==> config.mk <==
export PLATFORM = sky130hd
export DESIGN_NAME = commit_trace_fifo
export DESIGN_NICKNAME = d
export VERILOG_FILES = /design/src/rtl/commit_trace_fifo.sv
export SDC_FILE = /design/constraint.sdc
export NUM_CORES = 2
export LEC_CHECK = 0
export ABC_AREA = 1
export BUFFER_PORTS_ARGS = -buffer_cell sky130_fd_sc_hd__buf_2
export CAP_MARGIN = 5
export CORE_UTILIZATION = 27
export CTS_BUF_LIST = sky130_fd_sc_hd__clkbuf_4 sky130_fd_sc_hd__clkbuf_8 sky130_fd_sc_hd__clkbuf_16
export DETAILED_ROUTE_END_ITERATION = 6
export MAX_ROUTING_LAYER = met4
export PLACE_DENSITY = 0.46
export SETUP_SLACK_MARGIN = 0.15
export SYNTH_ARGS = -nofsm -noshare
export SYNTH_HDL_FRONTEND = slang
export SYNTH_SLANG_ARGS = --single-unit
==> constraint.sdc <==
create_clock -name clk_i -period 8 [get_ports clk_i]
set_input_delay 0.8 -clock clk_i [delete_from_list [all_inputs] [get_ports clk_i]]
set_output_delay 0.8 -clock clk_i [all_outputs]
set_load 0.03 [all_outputs]
==> src/rtl/commit_trace_fifo.sv <==
// Commit trace FIFO: captures WB register writes and MEM stores with a cycle stamp
// and drains them in program order over a first-word-fall-through valid/ready port.
module commit_trace_fifo #(
  parameter int DEPTH = 16,
  parameter int CYC_W = 32
) (
  input  logic                    clk_i,
  input  logic                    rst_i,
  input  logic                    wb_we_i,
  input  logic [4:0]              wb_addr_i,
  input  logic [31:0]             wb_data_i,
  input  logic                    st_we_i,
  input  logic [31:0]             st_addr_i,
  input  logic [31:0]             st_data_i,
  output logic                    trc_valid_o,
  input  logic                    trc_ready_i,
  output logic                    trc_type_o,
  output logic [31:0]             trc_addr_o,
  output logic [31:0]             trc_data_o,
  output logic [CYC_W-1:0]        trc_cyc_o,
  output logic [$clog2(DEPTH):0]  count_o,
  output logic                    overflow_o,
  output logic [15:0]             drop_cnt_o
);

  localparam int AW = $clog2(DEPTH);
  localparam int PW = AW + 1;
  localparam logic [PW-1:0] DEPTH_P = PW'(DEPTH);

  typedef struct packed {
    logic             typ;
    logic [31:0]      addr;
    logic [31:0]      data;
    logic [CYC_W-1:0] cyc;
  } entry_t;

  entry_t           mem [DEPTH];

  logic [PW-1:0]    wr_ptr_q, wr_ptr_d;
  logic [PW-1:0]    rd_ptr_q, rd_ptr_d;
  logic [CYC_W-1:0] cyc_q, cyc_d;
  logic             overflow_q, overflow_d;
  logic [15:0]      drop_cnt_q, drop_cnt_d;

  logic [PW-1:0]    count;
  logic [PW-1:0]    free;
  logic             wb_ev, st_ev, pop;
  entry_t           wb_ent, st_ent, wr0_ent, wr1_ent, head;
  logic             wr0_en, wr1_en;
  logic [AW-1:0]    wr0_idx, wr1_idx;
  logic [1:0]       n_push, n_drop;
  logic [16:0]      drop_sum;

  // NOTE: every signal gets a default at the top of always_comb so no path leaves it unassigned (no latch).
  always_comb begin
    count   = wr_ptr_q - rd_ptr_q;
    free    = DEPTH_P - count;
    wb_ev   = wb_we_i && (wb_addr_i != 5'd0);
    st_ev   = st_we_i;
    pop     = (count != '0) && trc_ready_i;

    wb_ent  = '{typ: 1'b0, addr: {27'd0, wb_addr_i}, data: wb_data_i, cyc: cyc_q};
    st_ent  = '{typ: 1'b1, addr: st_addr_i, data: st_data_i, cyc: cyc_q};

    wr0_en  = 1'b0;
    wr1_en  = 1'b0;
    wr0_ent = wb_ent;
    wr1_ent = st_ent;
    n_push  = 2'd0;
    n_drop  = 2'd0;

    // Room is judged on the start-of-cycle count; the older WB event claims a lone free slot.
    if (wb_ev && st_ev) begin
      if (free >= PW'(2)) begin
        wr0_en = 1'b1;
        wr1_en = 1'b1;
        n_push = 2'd2;
      end else if (free == PW'(1)) begin
        wr0_en = 1'b1;
        n_push = 2'd1;
        n_drop = 2'd1;
      end else begin
        n_drop = 2'd2;
      end
    end else if (wb_ev || st_ev) begin
      wr0_ent = wb_ev ? wb_ent : st_ent;
      if (free != '0) begin
        wr0_en = 1'b1;
        n_push = 2'd1;
      end else begin
        n_drop = 2'd1;
      end
    end

    wr0_idx    = wr_ptr_q[AW-1:0];
    wr1_idx    = wr0_idx + AW'(1);

    wr_ptr_d   = wr_ptr_q + PW'(n_push);
    rd_ptr_d   = rd_ptr_q + PW'(pop);
    cyc_d      = cyc_q + CYC_W'(1);
    drop_sum   = {1'b0, drop_cnt_q} + 17'(n_drop);
    drop_cnt_d = drop_sum[16] ? 16'hFFFF : drop_sum[15:0];
    overflow_d = overflow_q | (n_drop != 2'd0);
  end

  // NOTE: sequential state uses non-blocking assignments so every flop samples pre-edge values.
  always_ff @(posedge clk_i) begin
    if (rst_i) begin
      wr_ptr_q   <= '0;
      rd_ptr_q   <= '0;
      cyc_q      <= '0;
      overflow_q <= 1'b0;
      drop_cnt_q <= '0;
    end else begin
      wr_ptr_q   <= wr_ptr_d;
      rd_ptr_q   <= rd_ptr_d;
      cyc_q      <= cyc_d;
      overflow_q <= overflow_d;
      drop_cnt_q <= drop_cnt_d;
    end
  end

  // NOTE: storage is not reset; the pointers alone define which entries are live.
  always_ff @(posedge clk_i) begin
    if (wr0_en) mem[wr0_idx] <= wr0_ent;
    if (wr1_en) mem[wr1_idx] <= wr1_ent;
  end

  // Outputs depend only on registered state; fields are forced to zero while empty.
  always_comb begin
    head        = mem[rd_ptr_q[AW-1:0]];
    trc_valid_o = (count != '0);
    trc_type_o  = trc_valid_o & head.typ;
    trc_addr_o  = trc_valid_o ? head.addr : '0;
    trc_data_o  = trc_valid_o ? head.data : '0;
    trc_cyc_o   = trc_valid_o ? head.cyc  : '0;
    count_o     = count;
    overflow_o  = overflow_q;
    drop_cnt_o  = drop_cnt_q;
  end

endmodule
==> flow_metrics.py <==
metrics = {
    "detailed_routing": {
        "dr.pass1.iters": 7,
        "wl_um": 340000,
        "drt-initial-drc-count": 8067,
        "ant_nets": 0,
        "vias_per_cell": 5.69,
        "avgRoutedWirePerCell_um": 29.5,
        "drc_errors": 2,
        "vias": 65500,
    },
    "power": {
        "finalPower_mw": 30.9,
        "switchingPower_mw": 13.2,
        "p_clk_share_pct": 27.4,
        "ir_worst_vdd_v": 0.000492,
        "p_per_area_mw_per_mm2": 352,
        "p_int_mw": 17.7,
        "p_leak_nw": 29.6,
        "seqPwrFrac_pct": 34.1,
        "p_sw_share_pct": 42.7,
        "p_comb_share_pct": 38.4,
    },
    "synthesis": {
        "synth_fp_nets": 7943,
        "synth_top_area_share_pct": 59.0,
        "syn_inst": 7818,
        "syn_area_mm2": 0.0781,
        "yosysWarnings": 0,
        "syn_avg_cell_area_um2": 9.99,
        "synth.distinct_cells": 49,
        "synth_edf_count": 1536,
        "synth-seq-cells": 1611,
        "yosysSeqAreaShare_pct": 61.0,
        "yosysTopAreaCell": "edfxtp_1",
        "ys.flop_type": "edfxtp_1",
        "synth_area_leaders": "edfxtp_1, nand2_1, a21oi_1",
        "async_flop_share_pct": 0,
    },
    "hold_path": {
        "hp-class": "in -> reg",
        "min_from": "st_data_i[2]",
        "whs_endpoint": "mem[11][34]",
        "holdPathStages": 3,
    },
    "grt": {
        "overflow": 0,
        "grt_pass1_vias": 62700,
        "grt_max_degree": 166,
        "grt_pass1_wl_um": 480000,
        "antenna_found_initial": 34,
        "track_usage_pct": 23.2,
    },
    "critical_path": {
        "cp.arrival_ns": 6.02,
        "reg2reg_depth": 15,
        "crit_required_ns": 7.20,
        "r2r_end": "mem[1][73]",
        "critPathKind": "reg -> out",
        "reg2reg_slack_ns": 1.38,
        "crit_path_end_kind": "output port",
        "worst-path-max-fanout": 77,
        "reg2reg_from": "rd_ptr_q[3]",
        "crit_path_start": "rd_ptr_q[0]",
        "start_kind": "flop",
    },
    "final_layout": {
        "areaGrowthSynthToFinish_pct": 12.6,
        "fin_nets": 7705,
        "fin_util_pct": 30.5,
        "layout_common_cells": "nand2_1, edfxtp_1, a21oi_1",
        "drive_gt1_share_pct": 10.3,
        "final_common_cell": "nand2_1",
    },
    "sta": {
        "slew_headroom_pct": 13.2,
        "fin_tns_setup_ns": 0,
        "rsz0062_at_grt": "false",
        "final_max_slew_viol_count": 0,
        "worstMarginPinSlew_ns": 1.30,
        "fin_crit_ns": 6.82,
        "max_freq_mhz": 147,
        "skew_ns": 0.110,
        "setup_viol": 0,
        "period_share_pct": 85.2,
        "hold_viol_final": 0,
    },
    "clock_network": {
        "insertion_delay_ns": 0.91,
        "tritoncts": "yes",
        "clkTransAtPathRegs_ns": 0.06,
        "ctsHoldBuffers": 0,
        "cts.repair.resized": 0,
        "cts.sinks": 1611,
        "postCtsSetupBuffers": 0,
        "cts_max_path_buffers": 4,
        "root_buffer": "clkbuf_16",
        "htreeDepth": 4,
        "numCtsBuffers": 193,
    },
    "die": {
        "die_area_mm2": 0.291,
        "core_area_mm2": 0.288,
        "io_pins": 226,
        "die_h_um": 540,
        "start_util_pct": 27.1,
        "die_w_um": 540,
        "rows": 197,
    },
    "outcome": {
        "outcome": "complete, but fails checks",
        "violations": "design-rule violations",
    },
    "place": {
        "port_buffers": 225,
        "gp_congestion": 0.828,
        "dp_hpwl_um": 179000,
    },
    "flow_run": {
        "cap_violations": 0,
    },
}
## cell type report
class	count	area (um2)
tap	3781	4730
timing repair buffer	366	2470
antenna	20	50.0
clock inverter	62	455
multi-input combinational	5171	26300
sequential	1611	47600
fill	29800	200000
clock buffer	260	5380
inverter	237	945
## kinds of logic after synthesis
group,count (synthesis),synth area share (%)
flip-flops,1611,61.0
AO/OA/AOI/OAI,2567,19.2
AND/OR/NAND/NOR,2569,13.4
XOR/XNOR,16,0.179
buffers and inverters,1036,5.94
adder cells (fa/ha/maj),19,0.333
## stage by stage
step                      hold WS [ns]  setup WS (ns)  instances  cell area [um2]
after floorplan                  0.421           1.57       7818            78100
after global placement           0.433           1.61      11200            82000
after detailed placement         0.440           1.58      11200            82000
after CTS                        0.284           1.11      11500            87900
after global routing             0.324           1.00      11500            87900
final                            0.312           1.18      11500            87900
## power by group through the flow
| stage | clock [mW] | sequential [mW] | combinational (mW) |
|---|---|---|---|
| floorplan | 0 | 10.7 | 6.79 |
| global placement | 0 | 10.7 | 11.8 |
| detailed placement | 0 | 10.7 | 11.8 |
| CTS | 8.55 | 10.6 | 11.9 |
| global route | 8.85 | 10.6 | 12.5 |
| finish | 8.48 | 10.5 | 11.9 |
## flip-flops by register name (all words and copies together), names as in the netlist
signal and count:
cyc_q 32, mem 1552, drop_cnt_o 16, wr_ptr_q 5
rd_ptr_q 5, overflow_o 1
## worst max path at each step
stage	slack [ns]	end	depth (start not counted)
4_1_cts	1.11	trc_data_o[4]	8
6_report	1.18	trc_data_o[4]	8
3_5_place_dp	1.58	mem[1][83]	15
3_3_place_gp	1.61	mem[1][84]	15
2_1_floorplan	1.57	mem[9][0]	19
5_1_grt	1.00	trc_data_o[4]	8
## cells in the mapped netlist (all sizes together), types with 157 or more instances
master,number
nor3,181
a221oi,157
inv,212
edfxtp,1536
nand2,1699
nor2,402
nand3,255
clkbuf,503
o21ai,753
buf,296
a21oi,1124
o22ai,157
## metal layers
| layer | track usage [%] | up-vias | part of all wire, % | wire (um) |
|---|---|---|---|---|
| met5 | - | - | 0 | 0 |
| li1 | - | 27900 | - | - |
| met4 | 7.80 | 0 | 3.7 | 12500 |
| met1 | 30.8 | 33600 | 42 | 143000 |
| met2 | 36.3 | 3445 | 46 | 157000 |
| met3 | 3.33 | 560 | 8.1 | 27500 |
## critical path: stages (launching register included)
cell and delay (ns):
dfxtp_4 0.69, buf_4 0.95, buf_4 0.87, buf_4 0.87, a21oi_1 0.14, a221oi_1 0.40
nor3_1 0.09, nor3_1 0.68, buf_2 0.33
Note: power is estimated with default switching activity, not from simulation.
